`config.mk`:
```
export PLATFORM = sky130hd
export DESIGN_NAME = fetch_stage
export DESIGN_NICKNAME = d
export VERILOG_FILES = /design/src/rtl/fetch_stage.sv
export SDC_FILE = /design/constraint.sdc
export NUM_CORES = 1
export LEC_CHECK = 0
export CAP_MARGIN = 20
export CORE_ASPECT_RATIO = 0.75
export CORE_MARGIN = 2
export CORE_UTILIZATION = 48
export CTS_CLUSTER_DIAMETER = 50
export CTS_CLUSTER_SIZE = 24
export DETAILED_ROUTE_END_ITERATION = 16
export PLACE_DENSITY = 0.76
export SLEW_MARGIN = 5
export SYNTH_ARGS = -nofsm -noshare
export SYNTH_HDL_FRONTEND = slang
export SYNTH_SLANG_ARGS = --single-unit
export TNS_END_PERCENT = 20
```
`constraint.sdc`:
```
create_clock -name clk -period 6.3 [get_ports clk]
set_input_delay 0.945 -clock clk [delete_from_list [all_inputs] [get_ports clk]]
set_output_delay 0.945 -clock clk [all_outputs]
set_load 0.01 [all_outputs]
```
`src/rtl/fetch_stage.sv`:
```
// Instruction fetch front end: PC, credit-limited imem requests, in-order response buffer, redirect flush.
// Optional macro FETCH_STATS_EN adds fetch_cnt_o / flush_cnt_o event counters.
module fetch_stage #(
  parameter int unsigned       DWIDTH   = 32,
  parameter logic [DWIDTH-1:0] RESET_PC = DWIDTH'(32'h0100_0000),
  parameter int unsigned       DEPTH    = 2
) (
  input  logic              clk,
  input  logic              reset,
  output logic              imem_req_o,
  output logic [DWIDTH-1:0] imem_addr_o,
  input  logic              imem_ready_i,
  input  logic              imem_rvalid_i,
  input  logic [DWIDTH-1:0] imem_rdata_i,
  input  logic              redirect_i,
  input  logic [DWIDTH-1:0] target_i,
  output logic [DWIDTH-1:0] insn_o,
  output logic [DWIDTH-1:0] pc_o,
  output logic              valid_o,
  input  logic              ready_i
`ifdef FETCH_STATS_EN
  ,
  output logic [31:0]       fetch_cnt_o,
  output logic [31:0]       flush_cnt_o
`endif
);

  localparam int unsigned PW = $clog2(DEPTH);
  localparam int unsigned CW = $clog2(DEPTH) + 1;
  localparam int unsigned SW = CW + 2;

  logic [DWIDTH-1:0] fetch_pc_q, fetch_pc_d;
  logic [DWIDTH-1:0] resp_pc_q, resp_pc_d;
  logic [CW-1:0]     count_q, count_d;
  logic [CW-1:0]     out_q, out_d;
  logic [CW-1:0]     drop_q, drop_d;
  logic [PW-1:0]     rd_ptr_q, rd_ptr_d;
  logic [PW-1:0]     wr_ptr_q, wr_ptr_d;
  logic [DWIDTH-1:0] pc_mem_q   [DEPTH];
  logic [DWIDTH-1:0] pc_mem_d   [DEPTH];
  logic [DWIDTH-1:0] insn_mem_q [DEPTH];
  logic [DWIDTH-1:0] insn_mem_d [DEPTH];

  logic              credit_ok;
  logic              accept;
  logic              resp_push;
  logic              resp_drop;
  logic              resp_any;
  logic              pop;
  logic [DWIDTH-1:0] target_aligned;

  // Drop credit counts too: flushed fetches still owe a response slot.
  assign credit_ok      = (SW'(count_q) + SW'(out_q) + SW'(drop_q)) < SW'(DEPTH);
  assign imem_req_o     = credit_ok & ~redirect_i & ~reset;
  assign imem_addr_o    = fetch_pc_q;
  assign accept         = imem_req_o & imem_ready_i;
  assign resp_drop      = imem_rvalid_i & (drop_q != '0);
  assign resp_push      = imem_rvalid_i & (drop_q == '0) & (out_q != '0);
  assign resp_any       = imem_rvalid_i & ((drop_q != '0) | (out_q != '0));
  assign valid_o        = (count_q != '0);
  assign pop            = valid_o & ready_i;
  assign insn_o         = insn_mem_q[rd_ptr_q];
  assign pc_o           = pc_mem_q[rd_ptr_q];
  assign target_aligned = {target_i[DWIDTH-1:2], 2'b00};

  always_comb begin
    fetch_pc_d = fetch_pc_q;
    resp_pc_d  = resp_pc_q;
    count_d    = count_q;
    out_d      = out_q;
    drop_d     = drop_q;
    rd_ptr_d   = rd_ptr_q;
    wr_ptr_d   = wr_ptr_q;
    pc_mem_d   = pc_mem_q;
    insn_mem_d = insn_mem_q;
    if (redirect_i) begin
      // Everything still in flight becomes drop credit, less a response landing now.
      drop_d     = drop_q + out_q - CW'(resp_any);
      out_d      = '0;
      count_d    = '0;
      rd_ptr_d   = '0;
      wr_ptr_d   = '0;
      fetch_pc_d = target_aligned;
      resp_pc_d  = target_aligned;
    end else begin
      if (accept) fetch_pc_d = fetch_pc_q + DWIDTH'(4);
      out_d  = out_q + CW'(accept) - CW'(resp_push);
      drop_d = drop_q - CW'(resp_drop);
      if (resp_push) begin
        pc_mem_d[wr_ptr_q]   = resp_pc_q;
        insn_mem_d[wr_ptr_q] = imem_rdata_i;
        wr_ptr_d             = wr_ptr_q + PW'(1);
        resp_pc_d            = resp_pc_q + DWIDTH'(4);
      end
      if (pop) rd_ptr_d = rd_ptr_q + PW'(1);
      count_d = count_q + CW'(resp_push) - CW'(pop);
    end
  end

  always_ff @(posedge clk or posedge reset) begin
    if (reset) begin
      fetch_pc_q <= RESET_PC;
      resp_pc_q  <= RESET_PC;
      count_q    <= '0;
      out_q      <= '0;
      drop_q     <= '0;
      rd_ptr_q   <= '0;
      wr_ptr_q   <= '0;
      for (int i = 0; i < int'(DEPTH); i++) begin
        pc_mem_q[i]   <= '0;
        insn_mem_q[i] <= '0;
      end
    end else begin
      fetch_pc_q <= fetch_pc_d;
      resp_pc_q  <= resp_pc_d;
      count_q    <= count_d;
      out_q      <= out_d;
      drop_q     <= drop_d;
      rd_ptr_q   <= rd_ptr_d;
      wr_ptr_q   <= wr_ptr_d;
      pc_mem_q   <= pc_mem_d;
      insn_mem_q <= insn_mem_d;
    end
  end

`ifdef FETCH_STATS_EN
  logic [31:0] fetch_cnt_q, fetch_cnt_d;
  logic [31:0] flush_cnt_q, flush_cnt_d;
  logic        resp_discard;

  assign resp_discard = resp_drop | (redirect_i & resp_push);

  // Flush count covers discarded responses plus entries cleared from the buffer.
  always_comb begin
    fetch_cnt_d = fetch_cnt_q + 32'(resp_push & ~redirect_i);
    flush_cnt_d = flush_cnt_q + 32'(resp_discard) + (redirect_i ? 32'(count_q) : 32'd0);
  end

  always_ff @(posedge clk or posedge reset) begin
    if (reset) begin
      fetch_cnt_q <= '0;
      flush_cnt_q <= '0;
    end else begin
      fetch_cnt_q <= fetch_cnt_d;
      flush_cnt_q <= flush_cnt_d;
    end
  end

  assign fetch_cnt_o = fetch_cnt_q;
  assign flush_cnt_o = flush_cnt_q;
`endif

endmodule

```
Word level (Yosys, flattened, before mapping)

Cells that the tools add are included.

Flip-flop bits (word level): 200
Bits in latches: 0
Bits in writable memories: 0
Memory bits (read-only): 0
Input bits: 70
Output and inout bits: 98
Logic and storage cells: 71
Memories kept: 0

Add/sub/neg operators: 13
Multipliers: 0
Div/mod/pow operators: 0
Order comparisons: 4
Eq/ne operators: 0
Shift operators: 0
Multiplexer cells: 21
Bitwise gates (word level): 13
Reductions and logical operators: 9

Operator list:

| operator                                                                     | count |
|---|---|
| 32-bit 2-to-1 mux                                                            | 11 |
| 64-bit bitwise mux                                                           | 2 |
| 32-bit by 3-bit adder with 32-bit output, second input constant              | 2 |
| 32-bit demux with 1-bit select                                               | 1 |
| 2-bit nonzero test                                                           | 6 |
| 1-bit AND                                                                    | 8 |
| 2-bit by 1-bit subtractor with 2-bit output                                  | 4 |
| 2-bit 2-to-1 mux                                                             | 3 |
| 2-bit by 1-bit adder with 2-bit output                                       | 2 |
| 3-bit by 2-bit adder with 4-bit output                                       | 1 |
| 2-bit >= comparator, second input constant                                   | 2 |
| 4-bit by 2-bit less-than comparator with 1-bit output, second input constant | 1 |
| 1-bit 2-to-1 mux                                                             | 4 |
| 1-bit NOT with 2-bit output                                                  | 2 |
| 2-bit by 2-bit adder with 3-bit output                                       | 1 |
| 1-bit adder, second input constant                                           | 2 |
| 2-bit adder                                                                  | 1 |
| 2-bit zero test                                                              | 1 |
| 2-bit by 1-bit less-than comparator with 1-bit output, second input constant | 1 |
| 1-bit NOT                                                                    | 2 |
| 2-bit AND reduction                                                          | 1 |
| 1-bit logical AND                                                            | 1 |
| 1-bit OR                                                                     | 1 |

Longest topological paths before layout

Gate-level depths: netlist of run 1.

Depth after elaboration: 9
Depth in mapped cells: 15

Worst setup path after synthesis of run 1

Ideal clock, no wire load.

Path type: register to register
Start point: reg out_q[1]
End point: reg out_q[1]
Data arrival time: 3.246 ns
Data required time: 6.170 ns
Setup slack: 2.924 ns
Cell stages (with the launch flop): 16
Clock period less this slack: 3.376 ns
Cells stage by stage: dfrtp_1 inv_1 fa_1 inv_1 ha_1 or4b_4 nor2_4 inv_1 buf_2 buf_2 ha_1 inv_1 ha_1 xnor2_1 xnor2_1 nor2_1

Cells in the longest elaborated chain, start to end: 9
Elaborated cells on any way between the ends: 11
Classes of those cells: 4 x add/sub; 1 x order compare; 1 x mux; 4 x bitwise; 1 x reduce/logical

RTL lines:

| element                                               | line | text |
|---|---|---|
| start: declaration                                    | 35   | `logic [CW-1:0] out_q, out_d;` |
| start signal: assignment                              | 117  | `out_q <= out_d;` |
| 2-bit by 2-bit adder with 3-bit output                | 53   | `assign credit_ok = (SW'(count_q) + SW'(out_q) + SW'(drop_q)) < SW'(DEPTH);` |
| 3-bit by 2-bit adder with 4-bit output                | 53   |  |
| 4-bit by 2-bit less-than comparator with 1-bit output | 53   |  |
| 1-bit AND (2 in a row)                                | 54   | `assign imem_req_o = credit_ok & ~redirect_i & ~reset;` |
| 1-bit AND                                             | 56   | `assign accept = imem_req_o & imem_ready_i;` |
| 2-bit by 1-bit adder with 2-bit output                | 87   | `out_d = out_q + CW'(accept) - CW'(resp_push);` |
| 2-bit by 1-bit subtractor with 2-bit output (*)       | 87   |  |
| 2-bit 2-to-1 mux (*)                                  | 76   | `if (redirect_i) begin` |
| net out_d[1]                                          | 35   |  |

The timed path passes the listed nets; every way through them passes the cells marked *.
A chain may end at the register's enable or synchronous reset.

Worst setup path in the final report of run 1

Start point: reg out_q[1]
End point: out imem_req_o

Cells in the longest elaborated chain, start to end: 5

RTL lines:

| element                                               | line | text |
|---|---|---|
| 2-bit by 2-bit adder with 3-bit output                | 53   |  |
| 3-bit by 2-bit adder with 4-bit output                | 53   |  |
| 4-bit by 2-bit less-than comparator with 1-bit output | 53   |  |
| 1-bit AND (2 in a row)                                | 54   |  |
| end: declaration                                      | 10   | `output logic imem_req_o,` |

No other way between the ends.

==> results of run 1 <==
[flip-flops by register name, summed over array words and instances, names as in the netlist]
name and count:
out_q 2, drop_q 2, count_q 2, wr_ptr_q 1, resp_pc_q 30, pc_mem_q 60
imem_addr_o 30, insn_mem_q 64, rd_ptr_q 1
[per-stage QoR]
step           util [%]  hold slack, ns
2_1_floorplan         -           0.444
3_3_place_gp       59.2           0.462
3_5_place_dp       59.2           0.488
4_1_cts            62.3           0.504
5_1_grt            62.5           0.511
6_report           62.5           0.502
[metal layers]
| metal | GRT usage (%) | share of wire, % | vias to the layer above |
|---|---|---|---|
| li1 | - | - | 3065 |
| met5 | 0 | 0 | - |
| met1 | 31.2 | 46 | 3315 |
| met2 | 32.2 | 46 | 199 |
| met4 | 4.30 | 0.73 | 0 |
| met3 | 6.23 | 6.5 | 18 |
[kinds of logic after synthesis]
| logic type | after synthesis | share of synthesized area [%] |
|---|---|---|
| DFF | 192 | 51.9 |
| xor gates and xnor gates | 43 | 4.07 |
| adders and majority gates | 12 | 1.70 |
| buffers and inverters | 58 | 2.77 |
| muxes | 189 | 23.0 |
| AOI/OAI and AO/OA | 84 | 5.54 |
| and+or+nand+nor | 195 | 11.0 |
| other | 1 | 0.0405 |
[Yosys cell counts (8+ instances only)]
library cell	instances	share of area [%]
nand3_1	34	1.8
ha_1	11	1.5
clkbuf_1	13	0.53
mux2_2	188	23
inv_1	20	0.81
dfrtp_1	190	51
o21ai_0	41	2.2
a21oi_1	8	0.43
xnor2_1	21	2.0
nor2_1	33	1.3
xor2_1	22	2.1
buf_2	13	0.70
nand4_1	23	1.6
nor3_1	11	0.59
o211ai_1	10	0.81
nand2_1	56	2.3
[cell type report]
type / count / area (um2)
fillers: 1478 / 7030
flip-flops and latches: 192 / 4810
multi-input cells: 527 / 4230
repair buffers: 167 / 1670
clock buffers: 20 / 457
well taps: 247 / 309
clock inverters: 12 / 135
inverters: 21 / 86.3
[power by group]
part	switching [mW]	total (mW)	internal, mW
clock network	0.478	1.09	0.607
registers	0.190	1.66	1.47
logic	0.552	1.35	0.799
[final timing paths]
check | start | endpoint | slack (ns) | depth (start not counted)
worst min register to register | insn_mem_q[9]$_DFFE_PP0P_ | insn_mem_q[9]$_DFFE_PP0P_ | 0.50 | 1
worst min-delay path | insn_mem_q[9]$_DFFE_PP0P_ | insn_mem_q[9]$_DFFE_PP0P_ | 0.50 | 1
min in group asynchronous | reset | imem_addr_o[7]$_DFFE_PP0P_ | 0.87 | 2
max in group asynchronous | reset | imem_addr_o[31]$_DFFE_PP0P_ | 3.98 | 4
worst max register to register | out_q[1]$_DFF_PP0_ | out_q[1]$_DFF_PP0_ | 2.44 | 13
worst max-delay path | out_q[1]$_DFF_PP0_ | imem_req_o | 2.35 | 7
[layout by cell type, fill, tap and decap left out, types with 6 or more instances in the layout]
cell type | synthesis | layout
clkdlybuf4s50_1 | 0 | 160
o21ai_0 | 41 | 41
nand2_1 | 56 | 56
dfrtp_1 | 190 | 189
o311ai_0 | 6 | 6
xnor2_1 | 21 | 21
nand4_1 | 23 | 23
nor2_1 | 33 | 33
mux2_2 | 188 | 188
a31oi_1 | 6 | 6
inv_1 | 20 | 19
clkbuf_16 | 0 | 17
xor2_1 | 22 | 22
nor3_1 | 11 | 10
nand3_1 | 34 | 33
ha_1 | 11 | 11
a21oi_1 | 8 | 8
o211ai_1 | 10 | 10
==> results by stage, run 1 <==
Setup path:
- The slowest stage of the critical path is the or4b_4 cell.
- The worst setup path is of the reg2out kind.
- The signal on the critical path passes through inv_1 -> fa_1 -> inv_1 -> ha_1 -> or4b_4 -> nor2_1 -> clkdlybuf4s50_1.
- The sum of buffers and inverters on the critical path is 3.
- Among cell families on the critical path, the largest total delay comes from adder cells.
- For this run, the slowest stage of the critical path takes 0.57 ns.
- STA classifies the critical path startpoint as a flop.
- STA classifies the critical path endpoint as an output port.
- The critical path required time is about 5.4 ns.
- The largest fanout on the critical path is 4.
- In this design, the critical path's most frequently occurring cell is inv_1.
- For the worst setup path, the data arrival time is 3.00 ns.

CTS:
- The number of buffers created by CTS is 17.
- In this run, post-CTS hold repair placed 0 buffers.
- TritonCTS built the clock tree.
- The count of buffers added by post-CTS timing repair for setup is 0.
- The clock drives roughly 190 sinks.
- The number of gates resized after CTS was 0.
- Clock latency on the worst-skew pair, taken at its later pin, is ~0.43 ns.
- The clock passes through at most 2 buffers.
- The number of H-tree branching levels is 4.
- The cell at the root of the clock tree is clkbuf_16.
- The clock transition at the registers of the reported paths is approximately 0.07 ns.

Floorplanning:
- The area enclosed by the die boundary is ~20,000 um2.
- From bottom edge to top edge, the die measures between 100 and 150 um.
- The placeable core region is between 15,000 and 20,000 um2.
- The die span in x is about 160 um.
- The standard-cell row count is 43.
- The total I/O pin count is ~170.
- The starting density of the core is between 40% and 50%.

Run:
- The max-cap check violation count is 0.

Place:
- The placed wire-length estimate is about 14,000 um.
- The placed instances occupy a cell area of 11,100 um2.
- The placer congestion estimate is 0.836.
- The setup slack after placement is roughly 2.5 ns.
- The cell count after placement is 1,153.
- The count of port buffers added during placement is ~160.

Routing:
- The routed wire length is around 21,000 um.
- The post-detailed-route wirelength per cell is around 18 um.
- For this block, the via count after detailed routing is between 6,000 and 7,000.
- The first routing iteration left 458 violations.
- The via density per instance is 5.56.
- The number of search-and-repair iterations in the first detailed-routing pass is 5.
- The number of remaining DRC errors is 0.
- The post-detailed-route count of antenna-violating nets is 0.

Power:
- The design draws around 4.1 mW.
- The peak supply drop is approximately 0.0002 V.
- Summed over all cells, the static leakage comes to 5.21 nW.
- The power density over cell area is 350 nW/um2.

Synth:
- The synthesized instance count is 774.
- The mean instance size in the synthesized netlist is approximately 12 um2.
- The synthesized design contains 0 enable-type register cells.
- The register area share after synthesis is around half.
- The flip-flop and latch count after synthesis is 192.
- The post-synthesis cell area is between 9000 and 10,000 um2.
- In this run, distinct cell masters in the synthesized netlist total 52.
- During synthesis, Yosys emitted a total of 0 warnings.
- The most used flip-flop cell after synthesis is dfrtp_1.
- For this run, asynchronously set or reset flops after synthesis account for 100%.

STA:
- Setup repair after global routing left no endpoint under its margin.
- The count of endpoints failing setup in the final report is 0.
- The slack of the critical path is between 2 and 2.5 ns.
- For the pin with the worst max-slew slack, the measured transition is about 1.1 ns.
- The hold violation count in the final report is 0.
- Measured against its own limit, the worst slew margin works out to 24.7%.
- The final setup skew is between 0.008 and 0.009 ns.
- Based on the critical path, the design can be clocked at up to approximately 0.25 GHz.
- The shortest period the worst path allows is 3.95 ns.
- The final critical-path share of the clock period is 62.7%.
- For the final routed database, the setup TNS stands at 0 ns.
- The max-slew violation count is 0.

Outcome:
- The flow ran to the end, and the final reports show no timing, DRC or antenna violations.

Global route:
- The first global-routing pass estimated ~35,000 um of wire.
- The number of global-route vias before repair is ~6,500.
- Global routing consumed, over all layers together, between 20% and 30% of the routing resources.
- Global routing finished with a remaining overflow of 0.
- The initial antenna violation count is 0.
- Entering global routing, the biggest net connects 144 pins.

Final layout:
- The final standard cell area without fillers is 11,700 um2.
- The number of nets in the layout is 1,008.
- The finished layout holds between 1,000 and 1,500 standard cells, fillers aside.
- Relative to the synthesized area, the layout overhead comes to 26.3%.
- The ratio of cells with drive above 1 in the final layout is between 20% and 30%.
- The repair_antennas step left the layout with diodes totalling 0.

Hold path:
- The path type of the worst min-delay path is reg2reg.
Note: power is estimated with default switching activity, not from simulation.
==> run 2: changes to the inputs <==
CORE_UTILIZATION = 53   (was 48)
PLACE_DENSITY = 0.8   (was 0.76)
clock period = 3.9 ns   (was 6.3 ns; I/O delays follow)
==> run 2 against run 1 <==
Effect of this change: sequential share of layout area decreased by 0.24 points; critical path depth is the same; sequential power is 62% higher; non-clock buffer count rose by 6; die area down 9.2%; clock-buffer cell count grew 1; combinational power is 62% higher; clock skew rose by 0.0022 ns; utilization increased by 6.8 points; setup slack worse by 2.0 ns; first-iteration DRC count up 8.5%; worst hold slack lost 0.0080 ns; critical path type unchanged.
==> results by stage, run 2 (synthesis gave the netlist of run 1 again) <==
Floorplanning:
- In this run the horizontal extent of the chip is approximately 160 um.
- The die boundary height is approximately 120 um.
- The total I/O pin count is around 170.
- In this run the standard cell core region covers roughly 17,000 um2.
- For this configuration, the core starts out at a cell density of a little over half.
- The standard-cell row count is between 40 and 50.
- The die covers about 19,000 um2.

STA:
- For the finished layout, the period the worst path requires is 3.57 ns.
- The worst pin sits at a relative slew slack of 30.0%.
- The clock arrives with approximately 0.011 ns of skew.
- The slew of the pin with the lowest slew margin is 1.05 ns.
- Derived from the worst setup path, the maximum achievable clock frequency is around 0.28 GHz.
- The hold violation count in the final report is 0.
- Setup slack on the critical path of the routed design comes to 0.334 ns.
- The final sum of negative setup slack is 0 ns.
- The max-slew violation count is 0.
- Setup violations remaining at the end of the flow were counted as 0.
- Setup repair after global routing left no endpoint under its margin.
- The final critical-path share of the clock period is 91.4%.

Final layout:
- The flip-flop count of the largest register, all copies and words added is 64.
- Counting flops per register, the top entry is insn_mem_q.
- Fill cells in the final layout number 1,255.
- The number of diodes is 0.
- The library cell used most frequently in the layout, excluding fill and tap cells, is dfrtp_1.
- Leaving out fill and tap cells, the most frequent cells in the layout are dfrtp_1, mux2_2, clkdlybuf4s50_1.
- After routing the design area is roughly 12,000 um2.
- The number of nets in the layout is just over 1,000.
- The area added between synthesis and finish is 27.0%.
- Cells with a size suffix above 1 make up 26.2% of the layout.
- The end-of-flow core utilization is slightly below 70%.
- The largest registers in the layout are insn_mem_q: 64 flops, pc_mem_q: 60 flops.

CTS:
- The clock transition at the registers of the reported paths is ~0.07 ns.
- In this run the deepest clock path goes through 2 buffers.
- The number of buffers created by CTS is 17.
- In this run, post-CTS hold repair placed 0 buffers.
- The tree is rooted in a clkbuf_16.
- CTS saw 192 sinks.
- The TritonCTS clock tree is done.
- The post-cts sizing count is 0.
- The count of buffers added by post-CTS timing repair for setup is 0.
- Clock latency on the worst-skew pair, taken at its later pin, is about 0.42 ns.
- The number of H-tree branching levels is 4.

Setup path:
- STA puts the critical path data arrival time at ~3 ns.
- STA classifies the critical path startpoint as a flop.
- Data on the critical path is required at its endpoint by between 3 and 4 ns.
- STA classifies the critical path endpoint as an output port.
- The critical path in this run is classified as reg2out.
- In this run the worst path has a maximum fanout of 4.

Run:
- The tool flagged a number of max-cap violations equal to 0.

Routing:
- The initial detailed-routing violation count is approximately 500.
- The number of search-and-repair iterations in the first detailed-routing pass is 5.
- Dividing the detail-routed via count by the number of cells gives 5.62.
- Wires add up to 21,200 um.
- After detailed routing, the average wire length per cell comes to between 15 and 20 um.
- The post-detailed-route count of antenna-violating nets is 0.
- The routed layout has between 6,000 and 7,000 vias.
- The number of remaining DRC errors is 0.

Power:
- The leakage power total is approximately 5.2 nW.
- Dividing total power by cell area gives a power density of around 560 nW/um2.
- VDD sags by at most between 0.0003 and 0.0004 V.

Place:
- The count of port buffers added during placement is 161.
- At the end of routability-driven placement, the weighted congestion stood at about 0.85.
- Summing all placed instances gives a cell area of approximately 11,000 um2.
- At the placement stage, the worst setup path has a slack of 0.778 ns.
- The placed wire-length estimate is 14,600 um.

Outcome:
- The flow ran to the end, and the final reports show no timing, DRC or antenna violations.

Global route:
- The global-route wire length before repair is 34,600 um.
- The number of global-route vias before repair is about 6,500.
- Summed over all layers, the global routing overflow is 0.
- The initial antenna violation count is 0.
- The global-route usage over all layers is approximately a quarter.
- The largest net degree at the start of global routing is 64.

Hold path:
- The min-delay analysis places its worst path in the category reg2reg.
-- run 2: changes by cell type in the layout (fill, tap and decap cells not counted), sizes merged --
cell | previous run | this run
clkbuf | 20 | 21
buf | 7 | 13
inv | 21 | 20
-- run 2: power by group --
group / switching (mW) / internal, mW / leakage, nW
Combinational: 0.888 / 1.31 / 2.45
Clock: 0.757 / 0.984 / 0.280
Sequential: 0.319 / 2.37 / 2.52
Total: 1.96 / 4.66 / 5.25
-- run 2: final timing paths --
| kind | start | endpoint | slack (ns) | cells past startpoint |
|---|---|---|---|---|
| max | out_q[1]$_DFF_PP0_ | imem_req_o | 0.33 | 7 |
| min reg2reg | pc_mem_q[22]$_DFFE_PP0P_ | pc_mem_q[22]$_DFFE_PP0P_ | 0.49 | 2 |
| min in group asynchronous | reset | imem_addr_o[13]$_DFFE_PP0P_ | 0.74 | 2 |
| min | pc_mem_q[22]$_DFFE_PP0P_ | pc_mem_q[22]$_DFFE_PP0P_ | 0.49 | 2 |
| max reg2reg | out_q[1]$_DFF_PP0_ | imem_addr_o[28]$_DFFE_PP0P_ | 0.80 | 9 |
| max in group asynchronous | reset | insn_mem_q[36]$_DFFE_PP0P_ | 2.26 | 3 |
-- run 2: layout make-up --
cell class	instances	area (um2)	area share, %
clock buffers	21	460	3.91
clock inverters	11	131	1.12
inverters	21	82.6	0.702
multi-input cells	527	4230	35.9
flip-flops and latches	192	4810	40.9
well taps	236	295	2.51
repair buffers	173	1760	15.0
-- run 2: layer usage --
metal	GRT usage, %	wire (um)	vias up
met2	36.8	9870	232
li1	-	-	3095
met1	34.8	9910	3296
met5	0	0	-
met4	4.07	136	0
met3	4.95	1310	16
-- run 2: worst max-delay path, stage by stage (launching register included) --
cell,delay [ns]
dfrtp_1,0.42
inv_1,0.10
fa_1,0.51
inv_1,0.04
ha_1,0.27
or4b_4,0.58
nor2_1,0.11
clkdlybuf4s50_1,0.54
-- run 2: stage by stage --
stage,instances,power [mW],hold WS (ns)
CTS,1181,6.69,0.480
finish,1181,6.62,0.494
detailed placement,1149,4.91,0.465
global route,1181,6.97,0.518
floorplan,777,3.86,0.444
global placement,1149,4.86,0.460
